===== src/rtl/cache_line_axi_bridge_pkg.sv =====
// Shared AXI encodings, FSM state types and line/word types used by the cache line bridge.
package cache_line_axi_bridge_pkg;

  localparam logic [1:0] BURST_INCR = 2'b01;
  localparam logic [2:0] SIZE_4B    = 3'b010;
  localparam logic [1:0] RESP_OKAY  = 2'b00;

  localparam int unsigned DEF_LINE_WORDS = 4;

  typedef logic [31:0] word_t;
  typedef word_t [DEF_LINE_WORDS-1:0] line_t;

  typedef enum logic [1:0] {R_IDLE, R_AR, R_DATA, R_RET} rd_state_e;
  typedef enum logic [1:0] {W_IDLE, W_AW, W_DATA, W_B}   wr_state_e;

  // Byte offset width of a line: word index bits plus the two byte-in-word bits.
  function automatic int unsigned line_ofs(input int unsigned line_words);
    return $clog2(line_words) + 2;
  endfunction

endpackage


===== src/rtl/cache_line_axi_bridge_line_beat_buffer.sv =====
// LINE_WORDS x 32 register array: word-indexed write, full-line load, word-indexed read.
module cache_line_axi_bridge_line_beat_buffer
  import cache_line_axi_bridge_pkg::*;
#(
  parameter int LINE_WORDS = 4
) (
  input  logic                          clk,
  input  logic                          resetn,
  input  logic                          i_wr_en,
  input  logic [$clog2(LINE_WORDS)-1:0] i_wr_idx,
  input  word_t                         i_wr_word,
  input  logic                          i_load_en,
  input  logic [32*LINE_WORDS-1:0]      i_load_line,
  input  logic [$clog2(LINE_WORDS)-1:0] i_rd_idx,
  output word_t                         o_rd_word,
  output logic [32*LINE_WORDS-1:0]      o_line
);

  word_t [LINE_WORDS-1:0] r_mem;

  always_ff @(posedge clk or negedge resetn) begin
    if (!resetn) begin
      r_mem <= '0;
    end else if (i_load_en) begin
      r_mem <= i_load_line;
    end else if (i_wr_en) begin
      r_mem[i_wr_idx] <= i_wr_word;
    end
  end

  assign o_rd_word = r_mem[i_rd_idx];
  assign o_line    = r_mem;

endmodule


===== src/rtl/cache_line_axi_bridge.sv =====
// Cache line refill/writeback to AXI4 INCR burst bridge with independent read and write
// channels, bus error reporting and read-after-writeback ordering on the same line.
module cache_line_axi_bridge
  import cache_line_axi_bridge_pkg::*;
#(
  parameter int LINE_WORDS = 4,
  parameter int ID_W       = 4,
  parameter int RD_ID      = 0,
  parameter int WR_ID      = 1
) (
  input  logic                    clk,
  input  logic                    resetn,
  input  logic                    rd_req,
  input  logic [31:0]             rd_addr,
  output logic                    rd_rdy,
  output logic                    ret_valid,
  output logic [32*LINE_WORDS-1:0] ret_data,
  input  logic                    wr_req,
  input  logic [31:0]             wr_addr,
  input  logic [32*LINE_WORDS-1:0] wr_data,
  output logic                    wr_rdy,
  output logic                    wr_valid,
  output logic                    bus_err,
  output logic [ID_W-1:0]         arid,
  output logic [31:0]             araddr,
  output logic [7:0]              arlen,
  output logic [2:0]              arsize,
  output logic [1:0]              arburst,
  output logic                    arvalid,
  input  logic                    arready,
  input  logic [ID_W-1:0]         rid,
  input  logic [31:0]             rdata,
  input  logic [1:0]              rresp,
  input  logic                    rlast,
  input  logic                    rvalid,
  output logic                    rready,
  output logic [ID_W-1:0]         awid,
  output logic [31:0]             awaddr,
  output logic [7:0]              awlen,
  output logic [2:0]              awsize,
  output logic [1:0]              awburst,
  output logic                    awvalid,
  input  logic                    awready,
  output logic [31:0]             wdata,
  output logic [3:0]              wstrb,
  output logic                    wlast,
  output logic                    wvalid,
  input  logic                    wready,
  input  logic [ID_W-1:0]         bid,
  input  logic [1:0]              bresp,
  input  logic                    bvalid,
  output logic                    bready
);

  localparam int LINE_BITS = 32 * LINE_WORDS;
  localparam int OFS       = line_ofs(LINE_WORDS);
  localparam int IDX_W     = $clog2(LINE_WORDS);
  localparam int TAG_W     = 32 - OFS;
  localparam logic [IDX_W-1:0] LAST_IDX = IDX_W'(LINE_WORDS - 1);

  rd_state_e        r_rstate;
  logic [TAG_W-1:0] r_rtag;
  logic [IDX_W-1:0] r_rcnt;
  logic             r_arvalid;
  logic             r_rready;
  logic             r_ret_valid;
  logic             r_rerr;

  wr_state_e        r_wstate;
  logic [TAG_W-1:0] r_wtag;
  logic [IDX_W-1:0] r_wcnt;
  logic             r_wr_rdy;
  logic             r_awvalid;
  logic             r_wvalid;
  logic             r_bready;

  logic             w_rd_acc;
  logic             w_wr_acc;
  logic             w_hazard;
  logic             w_rd_beat;
  logic             w_rfinal;
  logic             w_w_beat;
  logic             w_b_hs;
  logic [LINE_BITS-1:0] w_rline;
  word_t            w_wword;
  word_t            w_unused_rword;
  logic [LINE_BITS-1:0] w_unused_wline;
  logic             w_unused;

  // A read must not overtake a pending or same-cycle writeback of its own line.
  assign w_wr_acc  = wr_req && r_wr_rdy;
  assign w_hazard  = ((r_wstate != W_IDLE) && (r_wtag == rd_addr[31:OFS])) ||
                     (w_wr_acc && (wr_addr[31:OFS] == rd_addr[31:OFS]));
  assign rd_rdy    = (r_rstate == R_IDLE) && !w_hazard;
  assign w_rd_acc  = rd_req && rd_rdy;

  assign w_rd_beat = (r_rstate == R_DATA) && rvalid;
  assign w_rfinal  = rlast || (r_rcnt == LAST_IDX);
  assign w_w_beat  = r_wvalid && wready;
  assign w_b_hs    = r_bready && bvalid;

  always_ff @(posedge clk or negedge resetn) begin
    if (!resetn) begin
      r_rstate    <= R_IDLE;
      r_rtag      <= '0;
      r_rcnt      <= '0;
      r_arvalid   <= 1'b0;
      r_rready    <= 1'b0;
      r_ret_valid <= 1'b0;
      r_rerr      <= 1'b0;
    end else begin
      r_ret_valid <= 1'b0;
      case (r_rstate)
        R_IDLE: begin
          if (w_rd_acc) begin
            r_rtag    <= rd_addr[31:OFS];
            r_rerr    <= 1'b0;
            r_arvalid <= 1'b1;
            r_rstate  <= R_AR;
          end
        end
        R_AR: begin
          if (arready) begin
            r_arvalid <= 1'b0;
            r_rready  <= 1'b1;
            r_rcnt    <= '0;
            r_rstate  <= R_DATA;
          end
        end
        R_DATA: begin
          if (w_rd_beat) begin
            r_rcnt <= r_rcnt + 1'b1;
            if (rresp != RESP_OKAY) begin
              r_rerr <= 1'b1;
            end
            if (w_rfinal) begin
              r_rready    <= 1'b0;
              r_ret_valid <= 1'b1;
              r_rstate    <= R_RET;
            end
          end
        end
        R_RET: begin
          r_rstate <= R_IDLE;
        end
        default: begin
          r_rstate <= R_IDLE;
        end
      endcase
    end
  end

  always_ff @(posedge clk or negedge resetn) begin
    if (!resetn) begin
      r_wstate  <= W_IDLE;
      r_wtag    <= '0;
      r_wcnt    <= '0;
      r_wr_rdy  <= 1'b1;
      r_awvalid <= 1'b0;
      r_wvalid  <= 1'b0;
      r_bready  <= 1'b0;
    end else begin
      case (r_wstate)
        W_IDLE: begin
          if (w_wr_acc) begin
            r_wtag    <= wr_addr[31:OFS];
            r_wr_rdy  <= 1'b0;
            r_awvalid <= 1'b1;
            r_wstate  <= W_AW;
          end
        end
        W_AW: begin
          if (awready) begin
            r_awvalid <= 1'b0;
            r_wvalid  <= 1'b1;
            r_wcnt    <= '0;
            r_wstate  <= W_DATA;
          end
        end
        W_DATA: begin
          if (w_w_beat) begin
            r_wcnt <= r_wcnt + 1'b1;
            if (r_wcnt == LAST_IDX) begin
              r_wvalid <= 1'b0;
              r_bready <= 1'b1;
              r_wstate <= W_B;
            end
          end
        end
        W_B: begin
          if (bvalid) begin
            r_bready <= 1'b0;
            r_wr_rdy <= 1'b1;
            r_wstate <= W_IDLE;
          end
        end
        default: begin
          r_wstate <= W_IDLE;
        end
      endcase
    end
  end

  cache_line_axi_bridge_line_beat_buffer #(
    .LINE_WORDS (LINE_WORDS)
  ) u_refill_buf (
    .clk         (clk),
    .resetn      (resetn),
    .i_wr_en     (w_rd_beat),
    .i_wr_idx    (r_rcnt),
    .i_wr_word   (rdata),
    .i_load_en   (1'b0),
    .i_load_line ('0),
    .i_rd_idx    ('0),
    .o_rd_word   (w_unused_rword),
    .o_line      (w_rline)
  );

  cache_line_axi_bridge_line_beat_buffer #(
    .LINE_WORDS (LINE_WORDS)
  ) u_wb_buf (
    .clk         (clk),
    .resetn      (resetn),
    .i_wr_en     (1'b0),
    .i_wr_idx    ('0),
    .i_wr_word   ('0),
    .i_load_en   (w_wr_acc),
    .i_load_line (wr_data),
    .i_rd_idx    (r_wcnt),
    .o_rd_word   (w_wword),
    .o_line      (w_unused_wline)
  );

  assign arid      = ID_W'(RD_ID);
  assign araddr    = {r_rtag, {OFS{1'b0}}};
  assign arlen     = 8'(LINE_WORDS - 1);
  assign arsize    = SIZE_4B;
  assign arburst   = BURST_INCR;
  assign arvalid   = r_arvalid;
  assign rready    = r_rready;
  assign ret_valid = r_ret_valid;
  assign ret_data  = w_rline;

  assign awid      = ID_W'(WR_ID);
  assign awaddr    = {r_wtag, {OFS{1'b0}}};
  assign awlen     = 8'(LINE_WORDS - 1);
  assign awsize    = SIZE_4B;
  assign awburst   = BURST_INCR;
  assign awvalid   = r_awvalid;
  assign wdata     = w_wword;
  assign wstrb     = 4'hF;
  assign wlast     = r_wvalid && (r_wcnt == LAST_IDX);
  assign wvalid    = r_wvalid;
  assign bready    = r_bready;
  assign wr_rdy    = r_wr_rdy;
  assign wr_valid  = w_b_hs;

  // Read errors are held until the final beat so one pulse covers the whole burst.
  assign bus_err   = (w_rd_beat && w_rfinal && (r_rerr || (rresp != RESP_OKAY))) ||
                     (w_b_hs && (bresp != RESP_OKAY));

  assign w_unused  = ^{rid, bid, rd_addr[OFS-1:0], wr_addr[OFS-1:0], w_unused_rword, w_unused_wline};

endmodule


===== config.mk =====
export PLATFORM = sky130hd
export DESIGN_NAME = cache_line_axi_bridge
export DESIGN_NICKNAME = d
export VERILOG_FILES = /design/src/rtl/cache_line_axi_bridge_pkg.sv /design/src/rtl/cache_line_axi_bridge_line_beat_buffer.sv /design/src/rtl/cache_line_axi_bridge.sv
export SDC_FILE = /design/constraint.sdc
export NUM_CORES = 1
export LEC_CHECK = 0
export CAP_MARGIN = 40
export CORE_AREA = 2 2 203 205
export CTS_CLUSTER_SIZE = 20
export DETAILED_ROUTE_END_ITERATION = 16
export DIE_AREA = 0 0 205 207
export GPL_TIMING_DRIVEN = 0
export HOLD_SLACK_MARGIN = 0.06
export PLACE_DENSITY = 0.66
export SLEW_MARGIN = 10
export SYNTH_ARGS = -nofsm -noshare
export SYNTH_HDL_FRONTEND = slang
export SYNTH_SLANG_ARGS = --single-unit

===== constraint.sdc =====
create_clock -name clk -period 5.7 [get_ports clk]
set_input_delay 0.57 -clock clk [delete_from_list [all_inputs] [get_ports clk]]
set_output_delay 0.57 -clock clk [all_outputs]
set_load 0.03 [all_outputs]

==> summary.txt <==
Outcome
  – Status: completed

STA
  – Max Slew Vio Count: 0
  – Minimum clock period after layout: 3700 ps
  – Hold Fails Final Rpt: 0
  – Skew final: 10.4 ps
  – Unrepaired setup endpoints after global routing: no
  – Post-route setup slack: roughly 2000 ps
  – Final worst-path cycle share: 64.9%
  – Slew margin rel.: 44.3%
  – Worst-Margin Slew: between 800 and 900 ps
  – Hold_ws: around 490 ps
  – Setup violators final: 0
  – Setup TNS: 0 ps
  – Max Clk Rate: between 0.2 and 0.3 GHz

Global route
  – Total GRT Usage: 19.4%
  – Maximum number of pins on one net before global-route repair: between 100 and 150
  – Vias in the first global route: between 10,000 and 15,000
  – GRT Residual Overflow: 0
  – Initial antenna violation count: 6
  – First-pass GRT wire length: between 60,000 and 70,000 µm

Final layout
  – Share of post-route cells with drive strength above 1: a little over a quarter
  – Flip-flop and latch area: around 8200 µm²
  – Design area: about 21,000 µm²
  – Final nets: about 1,800
  – Area growth from synthesis to layout: 47.0%
  – Multi-input combinational cell area: slightly below 6000 µm²
  – Filler cell count: roughly 3,500

CTS
  – CTS sink count: about 330
  – H-tree depth: 2
  – Root Buffer: clkbuf_16
  – PostCTS Resize Cnt: 0
  – Post-CTS setup buffer count: 0
  – Inserted Clock Buffers: 39
  – # hold bufs at CTS: 1
  – Clock buffer depth: 3
  – CTS tree: yes
  – Reg clk slew, reported paths: approximately 50 ps
  – Worst-skew pair later-pin latency: between 500 and 600 ps

Die
  – FP Rows: 74
  – DIE WIDTH: roughly 210 µm
  – Area of the die: 42,400 µm²
  – Initial core utilization: between 30 and 40%
  – # IOs: 519
  – Height of the chip: slightly above 200 µm
  – Core area: about 40,000 µm²

Logic synthesis
  – Synthesized cell area: 14,400 µm²
  – Synth area leader: dfrtp_1
  – Async set-reset flop share out of synthesis: 100%
  – Register area share after synthesis: between 50% and 60%
  – Syn. warnings: 0
  – Synth cell count leaders: dfrtp_1, mux2_2, mux2_1
  – Post-synth top area share: 56.8%
  – Synth Flop Type: dfrtp_1
  – Post-synth EDFFs: 0
  – Most frequent cell after synthesis: dfrtp_1
  – Ranking of synthesized cells by area: dfrtp_1, mux2_2, mux4_2
  – Netlist cell types: 45
  – Post-synthesis register bit count: between 300 and 400
  – Gate Count Post-Synth: 948
  – Syn_area_per_cell: about 15 µm²

Worst setup path
  – Reg-to-reg startpoint: r_rstate[0]
  – R2r setup slk: 3090 ps
  – CP Capture Type: output pin
  – Worst setup SP type: input port
  – Worst Setup Path Type: in2out
  – RR Endpoint: u_refill_buf.o_line[50]
  – CP Max Fanout: 7
  – Worst EP arrival: between 3000 and 4000 ps
  – Required @ worst endpoint: between 5000 and 6000 ps
  – Worst Reg2Reg Path Length in Cells: 8

Routing
  – 1st-pass router iterations: 4
  – Drt wl/cell: 20.0 µm
  – Final WL: between 40,000 and 50,000 µm
  – Antenna Nets Post-Route: 0
  – Vias per cell: ~4.7
  – Drc violations: 0
  – Initial drt markers: slightly above 300
  – Via count: between 9,000 and 10,000

Power and ir drop
  – Total power density per cell area: roughly 590 nW/µm²
  – Max IR drop VDD: between 0.3 and 0.4 mV
  – Leakage power: 0.00894 µW

Worst hold path
  – Hold Path Origin: u_refill_buf.o_line[117]
  – Worst min-delay path endpoint: u_refill_buf.o_line[117]
  – HP Class: reg2reg
  – Hold Crit Depth: 1

Placement
  – Placed instance area: 19,900 µm²
  – Routability cong.: between 0.7 and 0.8
  – Number of port buffers: 456
  – HPWL after DPL: between 30,000 and 40,000 µm
  – Worst slack, placed: slightly above 2000 ps

Job
  – Max capacitance violation total: 0
-- per-stage QoR --
step | power, µW | cells | utilization, %
3_5_place_dp | 10200 | 1985 | 49.3
3_3_place_gp | 10100 | 1980 | 49.1
2_1_floorplan | 7640 | 992 | -
6_report | 12600 | 2057 | 52.5
4_1_cts | 12700 | 2053 | 52.4
5_1_grt | 13200 | 2056 | 52.5
-- per-layer routing --
layer / wire, µm / vias up / track usage (%) / part of all wire, %
li1: - / 4428 / - / -
met1: 16200 / 4832 / 23.3 / 39
met3: 3660 / 71 / 6.43 / 8.9
met5: 13 / - / 0 / 0.032
met2: 20000 / 371 / 32.2 / 49
met4: 1240 / 2 / 7.29 / 3.0
-- sequential cells by signal, indices dropped and copies added, names as in the netlist --
register / cells
u_refill_buf.o_line: 128
u_wb_buf.o_line: 128
r_rtag: 28
r_wtag: 28
r_rcnt: 2
r_rstate: 2
r_wcnt: 2
r_wstate: 2
arvalid: 1
awvalid: 1
bready: 1
r_rerr: 1
ret_valid: 1
rready: 1
wr_rdy: 1
wvalid: 1
-- cells by family after synthesis --
kind of cell / Yosys count / synth area share [%]
mux: 346 / 30.3
flops: 328 / 57.0
buf+inv: 103 / 4.08
simple gates: 58 / 2.22
xor+xnor: 56 / 3.40
compound gates: 42 / 1.88
fa+ha+maj: 13 / 1.13
other cells: 2 / 0.0521
-- cell type report --
class                   instances  area share, %
diodes                          4         0.0473
repair buffers                462           22.1
well taps                     532           3.14
multi-input cells             561           27.3
clock inverters                11          0.685
inverters                      15          0.266
plain buffers                  88           2.51
clock buffers                  56           5.19
flip-flops and latches        328           38.8
-- worst max path at each step --
stage,from,end,slack (ps),cells past startpoint
floorplan,r_wcnt[0],wdata[11],3300,3
global placement,resetn,u_refill_buf.o_line[113],-10750,1
detailed placement,rd_addr[19],rd_rdy,2040,6
CTS,r_wcnt[0],wdata[30],1890,4
global route,r_wcnt[0],wdata[4],1780,4
finish,rd_addr[19],rd_rdy,2000,6
-- report_power, final --
part           leakage [µW]  switching, µW  total, µW  internal [µW]
logic               0.00440           3180       6110           2930
registers           0.00393            609       4040           3430
clock network      0.000608            983       2420           1440
total               0.00894           4770      12600           7800
-- cell usage in the layout, fill, tap and decap left out, types with 2 or more instances in the layout --
cell and n:
clkdlybuf4s50_1 455, dfrtp_1 327, mux2_2 230, mux2_1 55
buf_4 46, conb_1 46, xnor2_1 42, clkbuf_16 39
mux4_2 32, clkbuf_1 31, mux2_4 28, inv_1 15
buf_1 14, xor2_1 14, nand4_1 14, nand2_1 14
ha_1 13, o21ai_0 12, a21oi_1 8, nand3_1 6
nor2_1 6, clkbuf_8 6, buf_2 5, o21ai_1 5
clkinv_2 5, diode_2 4, and2_1 4, buf_6 4
nor4_1 3, nor3_1 3, a31oi_1 3, o2111ai_1 3
buf_16 3, nor4_2 2, nor2b_1 2, a22o_1 2
clkinv_8 2, bufinv_16 2, buf_8 2
-- critical path: stages --
cell and delay, ps:
clkdlybuf4s50_1 480, xor2_1 190, nor4_1 500, nand4_1 450, and3_1 320, clkdlybuf4s50_1 600
(Power assumes the default switching activity.)
